<file path="src/rtl/lms_weight_update_pkg.sv">
// Shared types and constants for the LMS weight updater.
// Optional leaky update is enabled by defining LMS_LEAK_EN.
package lms_pkg;

    localparam int TAPS  = 16;
    localparam int DW    = 14;
    localparam int EW    = 16;
    localparam int PW    = DW + EW;
    localparam int SW    = PW + 1;
    localparam int W_MAX = 8191;
    localparam int W_MIN = -8192;

    typedef enum logic [1:0] {
        IDLE   = 2'd0,
        UPDATE = 2'd1,
        DONE   = 2'd2
    } lms_state_e;

    // Clamp a wide signed sum into the weight range.
    function automatic logic signed [DW-1:0] sat_w(input logic signed [SW-1:0] s);
        logic signed [DW-1:0] r;
        if (s > SW'(W_MAX)) begin
            r = DW'(W_MAX);
        end else if (s < SW'(W_MIN)) begin
            r = DW'(W_MIN);
        end else begin
            r = s[DW-1:0];
        end
        return r;
    endfunction

endpackage

</file>
<file path="src/rtl/lms_weight_update_if.sv">
// Update-request / weight bus between the adaptive filter and its weight updater.
// The master side is the filter, the slave side is the updater.
interface lms_weight_update_if;
    import lms_pkg::*;

    logic                     adap_filter_state;
    logic                     clr;
    logic                     upd_valid;
    logic                     upd_ready;
    logic signed [EW-1:0]     e;
    logic [TAPS*DW-1:0]       reff_bus;
    logic [TAPS*DW-1:0]       weight_bus;
    logic                     upd_busy;
    logic                     upd_done;

    modport master (
        output adap_filter_state, clr, upd_valid, e, reff_bus,
        input  upd_ready, weight_bus, upd_busy, upd_done
    );

    modport slave (
        input  adap_filter_state, clr, upd_valid, e, reff_bus,
        output upd_ready, weight_bus, upd_busy, upd_done
    );

endinterface

</file>
<file path="src/rtl/lms_weight_update_tap_mac.sv">
// Single-tap LMS update: new weight = sat(w + ((e * reff) >>> MU_SHIFT)).
// With LMS_LEAK_EN defined, w >>> LEAK_SHIFT is subtracted before saturation.
module lms_tap_mac
    import lms_pkg::*;
#(
    parameter int MU_SHIFT = 12
`ifdef LMS_LEAK_EN
    ,
    parameter int LEAK_SHIFT = 10
`endif
) (
    input  logic signed [DW-1:0] w,
    input  logic signed [EW-1:0] e,
    input  logic signed [DW-1:0] reff,
    output logic signed [DW-1:0] w_new
);

    logic signed [PW-1:0] p_s;
    logic signed [PW-1:0] delta_s;
    logic signed [SW-1:0] sum_s;

    assign p_s     = PW'(e) * PW'(reff);
    assign delta_s = p_s >>> MU_SHIFT;

`ifdef LMS_LEAK_EN
    logic signed [DW-1:0] leak_s;
    // Leak is taken from the pre-update weight; saturation happens only once below.
    assign leak_s = w >>> LEAK_SHIFT;
    assign sum_s  = SW'(w) - SW'(leak_s) + SW'(delta_s);
`else
    assign sum_s  = SW'(w) + SW'(delta_s);
`endif

    assign w_new = sat_w(sum_s);

endmodule

</file>
<file path="src/rtl/lms_weight_update.sv">
// LMS coefficient updater: snapshots e and the reference taps, then rewrites one weight per clock.
// Define LMS_LEAK_EN to build the leaky-LMS variant.
module lms_weight_update
    import lms_pkg::*;
#(
    parameter int MU_SHIFT = 12
`ifdef LMS_LEAK_EN
    ,
    parameter int LEAK_SHIFT = 10
`endif
) (
    input  logic               clk,
    input  logic               rstn,
    lms_weight_update_if.slave bus
);

    lms_state_e           state_r;
    logic [3:0]           idx_r;
    logic                 busy_r;
    logic                 done_r;
    logic signed [EW-1:0] e_snap_r;
    logic signed [DW-1:0] reff_snap_r [TAPS];
    logic signed [DW-1:0] weights_r   [TAPS];
    logic signed [DW-1:0] mac_w_s;
    logic [TAPS*DW-1:0]   weight_bus_s;

    // The MAC only ever sees snapshotted operands, never the live bus.
    lms_tap_mac #(
        .MU_SHIFT   (MU_SHIFT)
`ifdef LMS_LEAK_EN
        ,
        .LEAK_SHIFT (LEAK_SHIFT)
`endif
    ) u_mac (
        .w     (weights_r[idx_r]),
        .e     (e_snap_r),
        .reff  (reff_snap_r[idx_r]),
        .w_new (mac_w_s)
    );

    assign bus.upd_ready  = (state_r == IDLE) && bus.adap_filter_state && !bus.clr;
    assign bus.upd_busy   = busy_r;
    assign bus.upd_done   = done_r;
    assign bus.weight_bus = weight_bus_s;

    // Pack the weight register file onto the output bus.
    always_comb begin
        weight_bus_s = '0;
        for (int k = 0; k < TAPS; k++) begin
            weight_bus_s[k*DW +: DW] = weights_r[k];
        end
    end

    // Sequencer, snapshot capture and weight register file.
    always_ff @(posedge clk or negedge rstn) begin
        if (!rstn) begin
            state_r  <= IDLE;
            idx_r    <= 4'd0;
            busy_r   <= 1'b0;
            done_r   <= 1'b0;
            e_snap_r <= '0;
            for (int k = 0; k < TAPS; k++) begin
                weights_r[k]   <= '0;
                reff_snap_r[k] <= '0;
            end
        end else if (bus.clr) begin
            state_r <= IDLE;
            idx_r   <= 4'd0;
            busy_r  <= 1'b0;
            done_r  <= 1'b0;
            for (int k = 0; k < TAPS; k++) begin
                weights_r[k] <= '0;
            end
        end else begin
            done_r <= 1'b0;
            case (state_r)
                IDLE: begin
                    if (bus.upd_valid && bus.upd_ready) begin
                        e_snap_r <= bus.e;
                        for (int k = 0; k < TAPS; k++) begin
                            reff_snap_r[k] <= bus.reff_bus[k*DW +: DW];
                        end
                        idx_r   <= 4'd0;
                        busy_r  <= 1'b1;
                        state_r <= UPDATE;
                    end else begin
                        busy_r <= 1'b0;
                    end
                end
                UPDATE: begin
                    if (!bus.adap_filter_state) begin
                        // Abort keeps whatever taps were already written.
                        idx_r   <= 4'd0;
                        busy_r  <= 1'b0;
                        state_r <= IDLE;
                    end else begin
                        weights_r[idx_r] <= mac_w_s;
                        idx_r            <= idx_r + 4'd1;
                        if (idx_r == 4'(TAPS - 1)) begin
                            busy_r  <= 1'b0;
                            done_r  <= 1'b1;
                            state_r <= DONE;
                        end else begin
                            busy_r <= 1'b1;
                        end
                    end
                end
                DONE: begin
                    idx_r   <= 4'd0;
                    busy_r  <= 1'b0;
                    state_r <= IDLE;
                end
                default: begin
                    idx_r   <= 4'd0;
                    busy_r  <= 1'b0;
                    state_r <= IDLE;
                end
            endcase
        end
    end

endmodule

</file>
<file path="src/flat_wrapper.sv">
// flat-port wrapper written by rule: the top's interface ports become plain ports
module lms_weight_update_flat import lms_pkg::*;
#(
    parameter int MU_SHIFT = 12

)
  (clk, rstn, bus_adap_filter_state, bus_clr, bus_upd_valid, bus_e, bus_reff_bus, bus_upd_ready, bus_weight_bus, bus_upd_busy, bus_upd_done);
  lms_weight_update_if bus_i ();
  input  logic clk;
  input  logic rstn;
  input wire logic [$bits(bus_i.adap_filter_state)-1:0] bus_adap_filter_state;
  input wire logic [$bits(bus_i.clr)-1:0] bus_clr;
  input wire logic [$bits(bus_i.upd_valid)-1:0] bus_upd_valid;
  input wire logic [$bits(bus_i.e)-1:0] bus_e;
  input wire logic [$bits(bus_i.reff_bus)-1:0] bus_reff_bus;
  output wire logic [$bits(bus_i.upd_ready)-1:0] bus_upd_ready;
  output wire logic [$bits(bus_i.weight_bus)-1:0] bus_weight_bus;
  output wire logic [$bits(bus_i.upd_busy)-1:0] bus_upd_busy;
  output wire logic [$bits(bus_i.upd_done)-1:0] bus_upd_done;
  assign bus_i.adap_filter_state = bus_adap_filter_state;
  assign bus_i.clr = bus_clr;
  assign bus_i.upd_valid = bus_upd_valid;
  assign bus_i.e = bus_e;
  assign bus_i.reff_bus = bus_reff_bus;
  assign bus_upd_ready = bus_i.upd_ready;
  assign bus_weight_bus = bus_i.weight_bus;
  assign bus_upd_busy = bus_i.upd_busy;
  assign bus_upd_done = bus_i.upd_done;
  lms_weight_update #(.MU_SHIFT(MU_SHIFT)) u_core (.clk(clk), .rstn(rstn), .bus(bus_i));
endmodule
</file>
<file path="config.mk">
export PLATFORM = sky130hd
export DESIGN_NAME = lms_weight_update_flat
export DESIGN_NICKNAME = d
export VERILOG_FILES = /design/src/rtl/lms_weight_update_pkg.sv /design/src/rtl/lms_weight_update_if.sv /design/src/rtl/lms_weight_update_tap_mac.sv /design/src/rtl/lms_weight_update.sv /design/src/flat_wrapper.sv
export SDC_FILE = /design/constraint.sdc
export NUM_CORES = 1
export LEC_CHECK = 0
export CORE_AREA = 2 2 233 235
export DETAILED_ROUTE_END_ITERATION = 8
export DIE_AREA = 0 0 235 237
export HOLD_SLACK_MARGIN = 0.06
export PLACE_DENSITY = 0.88
export RECOVER_POWER = 25
export SLEW_MARGIN = 10
export SYNTH_ARGS = -nofsm -noshare
export SYNTH_HDL_FRONTEND = slang
export SYNTH_HIERARCHICAL = 1
export SYNTH_SLANG_ARGS = --single-unit
</file>
<file path="constraint.sdc">
create_clock -name clk -period 25.2 [get_ports clk]
set_clock_uncertainty 0.2 [all_clocks]
set_input_delay 5.04 -clock clk [delete_from_list [all_inputs] [get_ports clk]]
set_output_delay 5.04 -clock clk [all_outputs]
set_load 0.01 [all_outputs]
</file>
==> results by group <==
Drt
  – Pre-Repair DR Iteration Count: 7
  – First DRT Iteration DRCs: about 3.8k
  – Via density: ~6.7
  – Residual DRC: 0
  – Routed WL per cell: approximately 27 um
  – Post-route ant nets: 0
  – Vias: 25.97k
  – Final Routed Wirelength: ~110,000 um

Final layout
  – Area of the multi-input gates: 17,590 um2
  – Util after Layout: a little under three quarters
  – Fill cells: roughly 3.5k
  – Commonest cells after routing, fill and taps aside: 470 x dfrtp_1, 469 x clkdlybuf4s50_1, 243 x a21oi_1
  – Commonest non-fill, non-tap cell in the layout: dfrtp_1
  – Synthesis-to-layout area growth: 20.06%
  – Layout Nets: ~3.7k
  – FF+latch area: about 12,000 um2
  – Post-route cell area: around 38,000 um2
  – Share of cells above drive strength 1: a little over a tenth

Synth
  – Asr flop ratio synth: 100.0%
  – Syn Inst Count: between 2k and 3k
  – Yosys cell types: 75
  – Number of flops mapped to enable cells by yosys: 0
  – Top cells by area, synth: dfrtp_1 37%, fa_1 14%, mux4_2 8.0%, mux2_1 5.6%, a21oi_1 3.9%
  – Area leader, netlist: dfrtp_1
  – Mapped cell area: 31,500 um2
  – Synth top area share: 37.50%
  – Synth Net Count: around 3.4k
  – Top FF cell, synth: dfrtp_1
  – Syn Area/Cell: around 11 um2
  – Register area share after synthesis: ~37%
  – Yosys warns: 6
  – #FFs+latches synth: 472

Status
  – Status: finished, violations left
  – Failing checks: capacitance limit, slew limit

Placement
  – Post-DP Area: ~36,000 um2
  – Routability Congestion: 0.9485
  – IO Port Bufs: about 470
  – Post-DP HPWL: ~73,000 um
  – Dpl ws: 12,330 ps

Worst hold path
  – Worst hold path type: register to register
  – Min-delay src: u_core/reff_snap_r[180]$_DFFE_PN0P_

Die
  – # IOs: between 400 and 500
  – Die area: between 50,000 and 60,000 um2
  – Die height: 237 um
  – Initial core utilization: 59.11%
  – Die width: between 200 and 250 um
  – Total core area: approximately 53,000 um2
  – Site row count: 85

Clocking
  – H-tree depth: 2
  – # resized after CTS: 0
  – Worst-Skew Late Latency: 620 ps
  – Clock-pin slew on the worst setup and hold paths: 60 ps
  – Postcts setup bufs: 0
  – TritonCTS clock tree: yes
  – Hold Buf Count CTS: 0
  – Clock Root Buffer: clkbuf_16
  – Clk buf depth: 3
  – Num CTS Buffers: 50
  – Clk sink count: between 400 and 500

Timing
  – Least-Margin Pin Slew: ~9000 ps
  – Setup-failing EPs final: 0
  – Highest Clock Rate: just under 60 MHz
  – Final setup margin: 8337 ps
  – Period utilization: 66.92%
  – RSZ-0062 raised after global routing: no
  – Fin crit period: between 15,000 and 20,000 ps
  – Slew headroom: -505.8%
  – Final Max Slew Viols: around 320
  – Count of final hold-check violations: 0
  – Setup TNS Final: 0 ps

Run
  – Max-cap violations: 3

Worst setup path
  – Max incr delay on CP: approximately 6600 ps
  – WS Path Type: primary input to async pin
  – CP top delay family: buffers and inverters
  – Cells along the critical path: clkbuf_1, clkbuf_1
  – Startpoint Class: primary input
  – Most frequent CP cell: clkbuf_1
  – WP data required: ~23,000 ps
  – CP arrival: roughly 15,000 ps
  – Reg-to-Reg Start: u_core/idx_r[1]$_DFFE_PN0P_
  – Worst-path maximum fanout: 170
  – Crit path capture type: async pin
  – CP startpoint: rstn
  – Critical path's slowest cell: clkbuf_1
  – WP buf/inv: 2

Global routing
  – Total GRT Usage: a little under two fifths
  – Largest net degree at the start of global routing: between 150 and 200
  – Initial antenna violation count: 12
  – First-pass GRT wire length: 161,900 um
  – Grt ovf: 0
  – Vias in the first global route: roughly 27k
[state kept, by name, indices dropped and copies added, names as in the netlist]
| register | count |
|---|---|
| u_core/bus.upd_busy | 1 |
| u_core/bus.upd_done | 1 |
| u_core/bus.weight_bus | 224 |
| u_core/e_snap_r | 16 |
| u_core/idx_r | 4 |
| u_core/reff_snap_r | 224 |
| u_core/state_r | 2 |
[layout make-up]
type	count	area share, %
Multi-Input combinational cell	1895	46.52
Sequential cell	472	31.25
Timing Repair Buffer	508	13.20
Clock buffer	74	3.838
Inverter	236	2.343
Tap cell	696	2.303
Clock inverter	16	0.5062
Antenna cell	6	0.03970
[synthesized netlist by cell type (12+ instances only)]
master / n
a22o_1: 15
inv_1: 236
mux2_1: 158
a21oi_1: 244
mux2_2: 82
fa_1: 219
ha_1: 91
a22oi_1: 56
mux4_2: 112
dfrtp_1: 472
o21ai_0: 209
nand3_1: 223
buf_6: 14
nand2_1: 143
and2_1: 120
xnor2_1: 27
clkbuf_1: 130
buf_4: 12
buf_1: 14
nor2_1: 47
buf_2: 62
o21ai_1: 25
[metrics by stage]
step                instances  hold slack [ps]
floorplan                2847            252.4
global placement         3807            262.8
detailed placement       3807            273.4
CTS                      3897            287.6
global route             3901            305.6
finish                   3903            286.3
[worst paths after layout]
path                       slack, ps  cells after the start                                      to
max in group clk               12150                     36   u_core/bus.weight_bus[14]$_DFFE_PN0P_
min in group asynchronous       5890                      1   u_core/bus.weight_bus[50]$_DFFE_PN0P_
max                             8340                      2  u_core/bus.weight_bus[169]$_DFFE_PN0P_
min                              290                      1     u_core/reff_snap_r[180]$_DFFE_PN0P_
min reg2reg                      290                      1     u_core/reff_snap_r[180]$_DFFE_PN0P_
max reg2reg                    12150                     36   u_core/bus.weight_bus[14]$_DFFE_PN0P_
[logic make-up after synthesis]
family / Yosys count / share of synthesized area, %
adder cells (fa/ha/maj): 310 / 17.53
AND/OR/NAND/NOR: 596 / 9.748
flip-flops: 472 / 37.50
multiplexers: 355 / 16.68
AO/OA/AOI/OAI: 599 / 10.72
buffers and inverters: 480 / 6.840
XOR/XNOR: 35 / 0.9732
[routing by layer]
metal	share of wire (%)	GRT usage, %	wire, um
met1	35	48.71	37670
met2	47	59.63	50500
met3	12	11.13	12710
met4	5.6	18.12	5993
met5	0.089	0.08658	95
Power is left out: the tool's default activity adds up to more than one toggle a clock period on the data nets, which glitch-free logic cannot reach.
